<file path="src/rtl/key_debounce.sv">
// rtl/key_debounce.sv - push-button debouncer with press/release/long-press pulses and a press counter.
// Raw key_n is synchronised, then a 4-state FSM accepts a level only after DEBOUNCE_CYCLES+1 agreeing samples.
module key_debounce #(
    parameter int DEBOUNCE_CYCLES   = 1000000,
    parameter int LONG_PRESS_CYCLES = 50000000,
    parameter int COUNT_W           = 8
) (
    input  logic               clk,
    input  logic               rst_n,
    input  logic               key_n,
    output logic               key_level,
    output logic               key_press,
    output logic               key_release,
    output logic               key_long,
    output logic [COUNT_W-1:0] press_count
);

    localparam int DW = $clog2(DEBOUNCE_CYCLES);
    localparam int HW = $clog2(LONG_PRESS_CYCLES);

    localparam logic [DW-1:0] DB_LAST   = DW'(DEBOUNCE_CYCLES - 1);
    localparam logic [HW-1:0] HOLD_LAST = HW'(LONG_PRESS_CYCLES - 1);
    localparam logic [HW-1:0] HOLD_PRE  = HW'(LONG_PRESS_CYCLES - 2);

    typedef enum logic [1:0] {
        RELEASED,
        PRESS_WAIT,
        PRESSED,
        RELEASE_WAIT
    } state_t;

    state_t             state;
    state_t             state_nxt;
    logic               sync1;
    logic               sync2;
    logic               key_s;
    logic [DW-1:0]      db_cnt;
    logic [DW-1:0]      db_nxt;
    logic [HW-1:0]      hold_cnt;
    logic [HW-1:0]      hold_nxt;
    logic               long_flag;
    logic               flag_nxt;
    logic               level_nxt;
    logic               press_nxt;
    logic               rel_nxt;
    logic               long_nxt;
    logic [COUNT_W-1:0] count_nxt;

    // Synchroniser idles at 1 so a reset looks like a released key.
    assign key_s = ~sync2;

    always_ff @(posedge clk) begin
        if (!rst_n) begin
            sync1       <= 1'b1;
            sync2       <= 1'b1;
            state       <= RELEASED;
            db_cnt      <= '0;
            hold_cnt    <= '0;
            long_flag   <= 1'b0;
            key_level   <= 1'b0;
            key_press   <= 1'b0;
            key_release <= 1'b0;
            key_long    <= 1'b0;
            press_count <= '0;
        end else begin
            sync1       <= key_n;
            sync2       <= sync1;
            state       <= state_nxt;
            db_cnt      <= db_nxt;
            hold_cnt    <= hold_nxt;
            long_flag   <= flag_nxt;
            key_level   <= level_nxt;
            key_press   <= press_nxt;
            key_release <= rel_nxt;
            key_long    <= long_nxt;
            press_count <= count_nxt;
        end
    end

    always_comb begin
        state_nxt = state;
        db_nxt    = db_cnt;
        hold_nxt  = hold_cnt;
        flag_nxt  = long_flag;
        level_nxt = key_level;
        press_nxt = 1'b0;
        rel_nxt   = 1'b0;
        long_nxt  = 1'b0;
        count_nxt = press_count;
        case (state)
            RELEASED: begin
                if (key_s) begin
                    state_nxt = PRESS_WAIT;
                    db_nxt    = '0;
                end
            end
            PRESS_WAIT: begin
                if (!key_s) begin
                    state_nxt = RELEASED;
                end else if (db_cnt == DB_LAST) begin
                    state_nxt = PRESSED;
                    level_nxt = 1'b1;
                    press_nxt = 1'b1;
                    count_nxt = press_count + COUNT_W'(1);
                    hold_nxt  = '0;
                    flag_nxt  = 1'b0;
                end else begin
                    db_nxt = db_cnt + DW'(1);
                end
            end
            PRESSED: begin
                if (!key_s) begin
                    state_nxt = RELEASE_WAIT;
                    db_nxt    = '0;
                end else if (hold_cnt != HOLD_LAST) begin
                    hold_nxt = hold_cnt + HW'(1);
                    // Fire on the edge that brings the hold count to its last value.
                    if (hold_cnt == HOLD_PRE && !long_flag) begin
                        long_nxt = 1'b1;
                        flag_nxt = 1'b1;
                    end
                end
            end
            RELEASE_WAIT: begin
                if (key_s) begin
                    state_nxt = PRESSED;
                end else if (db_cnt == DB_LAST) begin
                    state_nxt = RELEASED;
                    level_nxt = 1'b0;
                    rel_nxt   = 1'b1;
                    hold_nxt  = '0;
                    flag_nxt  = 1'b0;
                end else begin
                    db_nxt = db_cnt + DW'(1);
                end
            end
            default: begin
                state_nxt = RELEASED;
            end
        endcase
    end

    a_press_release_excl : assert property (@(posedge clk) disable iff (!rst_n)
        !(key_press && key_release));
    a_press_single : assert property (@(posedge clk) disable iff (!rst_n)
        key_press |=> !key_press);
    a_release_single : assert property (@(posedge clk) disable iff (!rst_n)
        key_release |=> !key_release);
    a_long_single : assert property (@(posedge clk) disable iff (!rst_n)
        key_long |=> !key_long);

endmodule

</file>
<file path="config.mk">
export PLATFORM = sky130hd
export DESIGN_NAME = key_debounce
export DESIGN_NICKNAME = d
export VERILOG_FILES = /design/src/rtl/key_debounce.sv
export SDC_FILE = /design/constraint.sdc
export NUM_CORES = 1
export LEC_CHECK = 0
export ABC_AREA = 0
export CORE_ASPECT_RATIO = 0.75
export CORE_MARGIN = 1
export CORE_UTILIZATION = 45
export CTS_CLUSTER_DIAMETER = 80
export DETAILED_ROUTE_END_ITERATION = 6
export GPL_TIMING_DRIVEN = 0
export PLACE_DENSITY = 0.58
export SETUP_SLACK_MARGIN = 0.2
export SYNTH_ARGS = -nofsm -noshare
export SYNTH_HDL_FRONTEND = slang
export SYNTH_SLANG_ARGS = --single-unit
</file>
<file path="constraint.sdc">
create_clock -name clk -period 2.9 [get_ports clk]
set_clock_uncertainty 0.15 [all_clocks]
set_input_delay 0.29 -clock clk [delete_from_list [all_inputs] [get_ports clk]]
set_output_delay 0.29 -clock clk [all_outputs]
set_load 0.02 [all_outputs]
</file>
==> impl_metrics.env, run 1 <==
export IMPL_power_per_cell_area_mw_per_mm2=432
export IMPL_dpl_cell_area_mm2=0.00342
export IMPL_initial_core_util_pct=46.5
export IMPL_layout_nets=422
export IMPL_crit_path_max_fanout=10
export IMPL_postSynthCellCount=387
export IMPL_path_buf_inv=1
export IMPL_crit_chain="ha_1 -> and3_1 -> nand4_1 -> o21ai_4 -> buf_2 -> nand2_2 -> a31oi_1"
export IMPL_setup_tns_final_ns=0
export IMPL_cts_hold_buf=0
export IMPL_die_w_um=99.0
export IMPL_status="finished, final reports clean"
export IMPL_crit_type="reg -> reg"
export IMPL_arrival_ns=2.70
export IMPL_std_cell_rows=26
export IMPL_syn_area_mm2=0.00317
export IMPL_grt_pass1_wl_mm=13.2
export IMPL_synth_edff_count=0
export IMPL_die_area_mm2=0.00740
export IMPL_hold_ws_ns=0.260
export IMPL_cts_buffers=9
export IMPL_io_buffer_count=14
export IMPL_relSlewSlack_pct=53.7
export IMPL_start_kind="flip-flop"
export IMPL_synth_xor_area_share_pct=3.31
export IMPL_cts_root_buffer="clkbuf_8"
export IMPL_htree_levels=3
export IMPL_track_usage_pct=23.3
export IMPL_firstDrtPassIters=5
export IMPL_cp_required_ns=3.02
export IMPL_cts_num_sinks=63
export IMPL_rsz0062_at_grt="yes"
export IMPL_peakVddDrop_mv=0.337
export IMPL_layout_drive_gt1_share_pct=8.57
export IMPL_period_minus_slack_ns=2.58
export IMPL_synth_top_area_share_pct=39.7
export IMPL_antenna_cells=0
export IMPL_critPathSlowestCell="dfxtp_1"
export IMPL_crit_family="simple AND/OR/NAND/NOR gates"
export IMPL_tightest_slew_ns=0.688
export IMPL_clock_fmax_mhz=387
export IMPL_drtIter0Drc=233
export IMPL_antenna_found_initial=0
export IMPL_wl_mm=8.24
export IMPL_globalplace_congestion=0.804
export IMPL_synth_warnings=0
export IMPL_yosys_area_top_type="dfxtp_1"
export IMPL_die_h_um=74.7
export IMPL_yosysSeqAreaShare_pct=39.7
export IMPL_end_kind="flip-flop"
export IMPL_syn_area_per_cell_um2=8.20
export IMPL_core_area_mm2=0.00683
export IMPL_clockBufferDepth=2
export IMPL_synth_area_leaders="dfxtp_1 (40%), a21oi_1 (5.0%), nand3_1 (4.7%)"
export IMPL_via_per_inst=6.06
export IMPL_area_growth_pct=14.5
export IMPL_cap_viol_max_count=0
export IMPL_synth_top_family_by_area="simple AND/OR/NAND/NOR gates"
export IMPL_clk_latency_ns=0.34
export IMPL_final_area_mm2=0.00364
export IMPL_ios=15
export IMPL_synth_compound_area_share_pct=19.9
export IMPL_wl_per_cell_um=16.4
export IMPL_final_max_slew_viol_count=0
export IMPL_synth_adder_area_share_pct=1.58
export IMPL_holdCritPathClass="reg -> reg"
export IMPL_setup_viol=0
export IMPL_grt_pass1_vias=2519
export IMPL_drc=0
export IMPL_grt_max_degree=12
export IMPL_synthMuxAreaShare_pct=0
export IMPL_cts_tree="done"
export IMPL_max_stage_delay_ns=0.47
export IMPL_grt_ovfl_total=0
export IMPL_synth_nets=394
export IMPL_yosysUniqueCellTypes=53
export IMPL_async_flop_share_pct=0
export IMPL_synth_simple_area_share_pct=32.4
export IMPL_ys_flop_type="dfxtp_1"
export IMPL_leakagePower_nw=1.24
export IMPL_num_vias=3054
export IMPL_antenna_left=0
export IMPL_min_period_over_period_pct=89.0
export IMPL_hpwl_mm=5.80
export IMPL_total_power_w=0.00157
export IMPL_synth_seq_cells=63
export IMPL_hold_viol=0
export IMPL_clk_pin_slew_ns=0.07
worst paths after layout:
check	start	end	slack (ns)	cells past startpoint
setup / recovery	hold_cnt[0]	hold_cnt[21]	0.32	7
hold reg to reg	sync1	sync2	0.26	1
hold / removal	sync1	sync2	0.26	1
setup reg to reg	hold_cnt[0]	hold_cnt[21]	0.32	7
layer usage:
layer	up-vias	part of all wire (%)	GRT usage, %
li1	1516	-	-
met2	85	39	30.8
met1	1443	54	36.8
met5	-	0	0
met3	10	5.2	5.29
met4	0	0.97	5.97
registers in the layout (all words and copies together), names as in the netlist, named ones only:
signal	flops
press_count	8
state	1
db_cnt	20
sync1	1
key_release	1
hold_cnt	26
sync2	1
long_flag	1
key_press	1
key_long	1
key_level	1
report_power, final:
group	total, W	internal (W)	switching, W
logic	0.0000404	0.00000968	0.0000307
registers	0.000867	0.000866	0.000000409
clock network	0.000664	0.000305	0.000359
cell type report:
type / instances / area, um2
clock buffers: 10 / 128
flip-flops and latches: 63 / 1260
inverters: 7 / 26.3
multi-input cells: 299 / 1840
repair buffers: 17 / 163
fillers: 671 / 3200
plain buffers: 18 / 73.8
clock inverters: 6 / 37.5
well taps: 84 / 105
what timing repair did:
item,4_1_cts,5_1_grt
buffers inserted,0,3
gates resized for setup,2,3
setup endpoints to repair,8,22
pin swaps,0,2
metrics by stage:
step                      utilization, %  instances  setup slack [ns]
final                               53.2        504             0.319
after global routing                53.2        504             0.155
after CTS                           52.7        501             0.231
after detailed placement            50.1        485             0.220
after global placement              50.1        485             0.231
after floorplan                        -        387             0.691
Yosys cell counts (all sizes together) (2+ instances only):
cell type  instances
buf                6
a21oi             32
and4               8
nand2             32
xnor2              2
dfxtp             63
nand3b             4
and2               3
nor4               6
ha                 4
nor2              32
clkbuf            12
a31o               3
nand4b             2
xor2              10
or4                6
nor4b              5
a21o               2
nand2b             4
nor3b              2
nand4             12
nand3             31
nor3              12
a211o              6
o211ai             2
o21ai             21
a31oi             11
a41oi              4
inv                7
a2bb2oi            2
or3               11
and3              13
o22a               4
o311a              2
cell usage in the layout, fill, tap and decap left out, types with 3 or more instances in the layout:
cell type / netlist / routed
and4_1: 8 / 8
a41oi_1: 4 / 3
clkinv_2: 0 / 3
and2_1: 3 / 3
buf_4: 0 / 3
clkbuf_1: 12 / 13
ha_1: 4 / 4
nand2b_1: 4 / 4
dfxtp_1: 63 / 63
xor2_1: 10 / 10
nor2_1: 32 / 32
nand3_1: 30 / 30
o21ai_0: 19 / 19
clkinvlp_4: 0 / 3
or4_1: 5 / 5
and3_1: 13 / 13
nand2_1: 32 / 31
a31oi_1: 11 / 11
clkdlybuf4s50_1: 0 / 14
buf_2: 5 / 5
a21oi_1: 32 / 32
clkbuf_8: 0 / 9
nor3_1: 10 / 9
nor4_1: 6 / 6
or3_1: 11 / 11
nand4_1: 12 / 12
inv_1: 7 / 7
nor4b_1: 4 / 4
a211o_1: 6 / 6
a31o_2: 3 / 3
nand3b_1: 4 / 4
o22a_1: 4 / 4
cells by family (layout without fill, tap and decap cells):
family	Yosys count	in the layout
AND/OR/NAND/NOR	185	185
AO/OA/AOI/OAI	98	98
flip-flops	63	63
buffers and inverters	25	58
XOR/XNOR	12	12
adder cells (fa/ha/maj)	4	4
Power figures use the tool's default switching activity.
==> run 2: changes to the inputs <==
--- a/config.mk
+++ b/config.mk
@@ -8,11 +8,11 @@
 export ABC_AREA = 0
 export CORE_ASPECT_RATIO = 0.75
 export CORE_MARGIN = 1
-export CORE_UTILIZATION = 45
+export CORE_UTILIZATION = 50
 export CTS_CLUSTER_DIAMETER = 80
 export DETAILED_ROUTE_END_ITERATION = 6
 export GPL_TIMING_DRIVEN = 0
-export PLACE_DENSITY = 0.58
+export PLACE_DENSITY_LB_ADDON = 0.1
 export SETUP_SLACK_MARGIN = 0.2
 export SYNTH_ARGS = -nofsm -noshare
 export SYNTH_HDL_FRONTEND = slang
==> impl_metrics.env, run 2 (synthesis gave the netlist of run 1 again) <==
export IMPL_status="finished, final reports clean"
export IMPL_min_period_over_period_pct=89.2
export IMPL_crit_type="reg -> reg"
export IMPL_clockBufferDepth=2
export IMPL_core_area_mm2=0.00598
export IMPL_peakVddDrop_mv=0.262
export IMPL_tightest_slew_ns=0.728
export IMPL_globalplace_congestion=0.842
export IMPL_ios=15
export IMPL_regMostFlops="hold_cnt"
export IMPL_cts_num_sinks=63
export IMPL_critPathSlowestCell="o21ai_0"
export IMPL_layout_commonest_cell="dfxtp_1"
export IMPL_die_area_mm2=0.00667
export IMPL_die_h_um=71.0
export IMPL_final_cell_mix="dfxtp_1 (63), a21oi_1 (32), nor2_1 (32), nand2_1 (31), nand3_1 (30)"
export IMPL_die_w_um=94.0
export IMPL_dp_slack_ns=0.215
export IMPL_hold_ws_ns=0.271
export IMPL_io_buffer_count=14
export IMPL_layout_nets=423
export IMPL_cts_root_buffer="clkbuf_8"
export IMPL_rrSetupSlack_ns=0.31
export IMPL_setup_ws_ns=0.314
export IMPL_hpwl_mm=5.46
export IMPL_antenna_found_initial=0
export IMPL_wl_mm=7.96
export IMPL_grt_max_degree=12
export IMPL_largest_register_ffs=26
export IMPL_final_max_slew_viol_count=0
export IMPL_rsz0062_at_grt="no"
export IMPL_std_cell_rows=24
export IMPL_crit_chain="ha_1 -> and3_1 -> nand4_1 -> o21ai_0 -> nor3_1 -> a211o_1"
export IMPL_area_growth_pct=16.4
export IMPL_antenna_cells=0
export IMPL_power_per_cell_area_mw_per_mm2=486
export IMPL_drtIter0Drc=278
export IMPL_clk_latency_ns=0.35
export IMPL_cts_tree="done"
export IMPL_crit_path_max_fanout=7
export IMPL_end_kind="flip-flop"
export IMPL_grt_pass1_wl_mm=13.7
export IMPL_initial_core_util_pct=53.1
export IMPL_firstDrtPassIters=5
export IMPL_grt_ovfl_total=0
export IMPL_clk_pin_slew_ns=0.07
export IMPL_largestRegisters="hold_cnt (26), db_cnt (20), press_count (8)"
export IMPL_start_kind="flip-flop"
export IMPL_antenna_left=0
export IMPL_hold_viol=0
export IMPL_grt_pass1_vias=2786
export IMPL_clock_fmax_mhz=387
export IMPL_arrival_ns=2.68
export IMPL_cts_hold_buf=0
export IMPL_setup_viol=0
export IMPL_max_stage_delay_ns=0.67
export IMPL_htree_levels=3
export IMPL_num_vias=3076
export IMPL_setup_tns_final_ns=0
export IMPL_relSlewSlack_pct=50.9
export IMPL_cp_required_ns=3.00
export IMPL_holdCritPathClass="reg -> reg"
export IMPL_layout_drive_gt1_share_pct=8.79
export IMPL_period_minus_slack_ns=2.59
export IMPL_drc=0
export IMPL_cap_viol_max_count=0
export IMPL_cts_buffers=9
export IMPL_track_usage_pct=26.5
export IMPL_via_per_inst=6.16
export IMPL_wl_per_cell_um=16.0
export IMPL_leakagePower_nw=1.28
-- run 2: worst max-delay path: cells and delay by family (launching register included) --
kind	cells	cell delay [ns]
and+or+nand+nor	3	0.63
adders and majority gates	1	0.29
AOI/OAI and AO/OA	2	0.96
DFF	1	0.46
-- run 2: final cells by class --
class	count	area, um2
fillers	564	2280
repair buffers	18	170
plain buffers	18	73.8
flip-flops and latches	63	1260
clock buffers	11	151
well taps	78	97.6
multi-input cells	299	1830
clock inverters	5	80.1
inverters	7	26.3
-- run 2: path summary, 6_finish.rpt --
| kind | startpoint | end | cells after the start |
|---|---|---|---|
| setup reg to reg | hold_cnt[0] | hold_cnt[9] | 6 |
| hold reg to reg | sync1 | sync2 | 1 |
| setup / recovery | hold_cnt[0] | hold_cnt[9] | 6 |
| hold / removal | sync1 | sync2 | 1 |
-- run 2: where the power goes --
| part | switching (W) | internal (W) | total [W] |
|---|---|---|---|
| combinational | 0.0000294 | 0.00000940 | 0.0000388 |
| sequential | 0.000000445 | 0.000866 | 0.000867 |
| clock | 0.000362 | 0.000529 | 0.000891 |
| total | 0.000392 | 0.00140 | 0.00180 |
-- run 2: per-layer routing --
| layer | up-vias | track usage [%] | part of all wire (%) | wire length [um] |
|---|---|---|---|---|
| li1 | 1518 | - | - | - |
| met1 | 1450 | 39.9 | 50 | 3980 |
| met2 | 100 | 35.8 | 42 | 3340 |
| met3 | 8 | 8.28 | 6.8 | 543 |
| met4 | 0 | 7.35 | 1.3 | 102 |
| met5 | - | 0 | 0 | 0 |
-- run 2: what timing repair did --
action                     in CTS  in global routing
setup endpoints to repair       9                 30
setup buffers                   0                  4
cloned                          0                  0
pin swaps                       0                  3
gates resized for setup         1                  3
-- run 2: per-stage QoR --
stage	util, %	power (W)	cells	instance area, um2
finish	61.8	0.00180	499	3690
global route	61.8	0.00185	499	3690
CTS	61.1	0.00181	495	3650
detailed placement	57.1	0.000925	479	3410
global placement	57.1	0.000925	479	3410
floorplan	-	0.000911	387	3170
==> run 3: changes to the inputs <==
--- a/config.mk
+++ b/config.mk
@@ -13,6 +13,7 @@
 export DETAILED_ROUTE_END_ITERATION = 6
 export GPL_TIMING_DRIVEN = 0
 export PLACE_DENSITY_LB_ADDON = 0.1
+export RECOVER_POWER = 25
 export SETUP_SLACK_MARGIN = 0.2
 export SYNTH_ARGS = -nofsm -noshare
 export SYNTH_HDL_FRONTEND = slang
==> impl_metrics.env, run 3 (synthesis gave the netlist of run 1 again) <==
export IMPL_status="finished, final reports clean"
export IMPL_rsz0062_at_grt="no"
export IMPL_layout_commonest_cell="dfxtp_1"
export IMPL_antenna_found_initial=0
export IMPL_r2r_start="db_cnt[0]"
export IMPL_cp_required_ns=3.03
export IMPL_leakagePower_nw=1.32
export IMPL_clockBufferDepth=2
export IMPL_total_power_w=0.00180
export IMPL_wl_mm=7.97
export IMPL_grt_max_degree=12
export IMPL_grt_ovfl_total=0
export IMPL_min_period_over_period_pct=90.2
export IMPL_period_minus_slack_ns=2.62
export IMPL_crit_type="reg -> reg"
export IMPL_relSlewSlack_pct=53.0
export IMPL_critPathSlowestCell="or4_1"
export IMPL_layout_drive_gt1_share_pct=8.55
export IMPL_dp_slack_ns=0.215
export IMPL_antenna_cells=0
export IMPL_cts_tree="done"
export IMPL_die_area_mm2=0.00667
export IMPL_met2_usage_pct=35.8
export IMPL_regMostFlops="hold_cnt"
export IMPL_layout_nets=423
export IMPL_crit_path_max_fanout=5
export IMPL_end_kind="flip-flop"
export IMPL_setup_viol=0
export IMPL_area_growth_pct=16.3
export IMPL_r2r_cells=8
export IMPL_io_buffer_count=14
export IMPL_final_max_slew_viol_count=0
export IMPL_die_w_um=94.0
export IMPL_dpl_cell_area_mm2=0.00341
export IMPL_num_vias=3114
export IMPL_crit_chain="ha_1 -> nand3_1 -> nor3_4 -> clkbuf_1 -> nand4_1 -> buf_4 -> or4_1 -> a21oi_1"
export IMPL_path_buf_inv=2
export IMPL_peakVddDrop_mv=0.262
export IMPL_post_route_util_pct=61.8
export IMPL_grtUsageMet3_pct=8.28
export IMPL_fillers=564
export IMPL_r2r_end="press_count[7]"
export IMPL_clk_pin_slew_ns=0.07
export IMPL_die_h_um=71.0
export IMPL_clk_latency_ns=0.35
export IMPL_setup_tns_final_ns=0
export IMPL_setup_ws_ns=0.285
export IMPL_start_kind="flip-flop"
export IMPL_arrival_ns=2.75
export IMPL_core_area_mm2=0.00598
export IMPL_cts_num_sinks=63
export IMPL_grtUsageMet1_pct=39.9
export IMPL_hold_path_startpoint="sync1"
export IMPL_rrSetupSlack_ns=0.28
export IMPL_antenna_left=0
export IMPL_grt_pass1_vias=2786
export IMPL_track_usage_pct=26.5
export IMPL_hpwl_mm=5.46
export IMPL_power_per_cell_area_mw_per_mm2=487
export IMPL_initial_core_util_pct=53.1
export IMPL_htree_levels=3
export IMPL_grt_most_used_layer="met1"
export IMPL_via_per_inst=6.24
export IMPL_largestRegisters="hold_cnt (26), db_cnt (20), press_count (8)"
export IMPL_grt_pass1_wl_mm=13.7
export IMPL_tightest_slew_ns=0.698
export IMPL_wl_per_cell_um=16.0
export IMPL_hold_viol=0
export IMPL_std_cell_rows=24
export IMPL_clock_fmax_mhz=382
export IMPL_cts_root_buffer="clkbuf_8"
export IMPL_min_to="sync2"
export IMPL_crit_family="simple AND/OR/NAND/NOR gates"
export IMPL_largest_register_ffs=26
export IMPL_final_cell_mix="dfxtp_1 (63), a21oi_1 (32), nor2_1 (32), nand2_1 (31), nand3_1 (30)"
export IMPL_final_area_mm2=0.00369
export IMPL_max_stage_delay_ns=0.49
export IMPL_whs_path_depth=1
export IMPL_firstDrtPassIters=6
export IMPL_cts_buffers=9
export IMPL_globalplace_congestion=0.842
export IMPL_ios=15
export IMPL_cap_viol_max_count=0
export IMPL_holdCritPathClass="reg -> reg"
export IMPL_drtIter0Drc=269
export IMPL_drc=0
-- run 3: what timing repair did --
item | CTS | global route
cloned | 0 | 0
setup buffers | 0 | 4
hold buffers | 0 | 0
pin swaps | 0 | 3
resized for setup | 1 | 3
setup endpoints to repair | 9 | 30
-- run 3: routing by layer --
layer | routed length, um | share of wire (%)
met5 | 0 | 0
met4 | 73 | 0.92
met3 | 547 | 6.9
met2 | 3340 | 42
met1 | 4010 | 50
-- run 3: area by class of cell --
class	instances	area, um2	share of cell area, %
inverters	7	26.3	0.712
well taps	78	97.6	2.64
flip-flops and latches	63	1260	34.2
plain buffers	18	73.8	2.00
clock buffers	11	151	4.10
multi-input cells	299	1830	49.7
clock inverters	5	80.1	2.17
repair buffers	18	166	4.51
-- run 3: where the power goes --
group	internal, W	switching [W]
Combinational	0.00000913	0.0000293
Sequential	0.000866	0.000000444
Clock	0.000529	0.000362
-- run 3: worst max path at each step --
| stage | depth (start not counted) | start | slack, ns | endpoint |
|---|---|---|---|---|
| 3_3_place_gp | 7 | db_cnt[0] | 0.26 | hold_cnt[8] |
| 2_1_floorplan | 7 | db_cnt[0] | 0.69 | hold_cnt[8] |
| 4_1_cts | 7 | hold_cnt[0] | 0.20 | hold_cnt[3] |
| 3_5_place_dp | 7 | hold_cnt[0] | 0.21 | hold_cnt[17] |
| 6_report | 8 | db_cnt[0] | 0.28 | press_count[7] |
| 5_1_grt | 8 | db_cnt[0] | 0.15 | press_count[7] |
-- run 3: through the flow --
| step | hold slack, ns | std cells |
|---|---|---|
| 2_1_floorplan | 0.236 | 387 |
| 3_3_place_gp | 0.243 | 479 |
| 3_5_place_dp | 0.256 | 479 |
| 4_1_cts | 0.282 | 495 |
| 5_1_grt | 0.296 | 499 |
| 6_report | 0.271 | 499 |
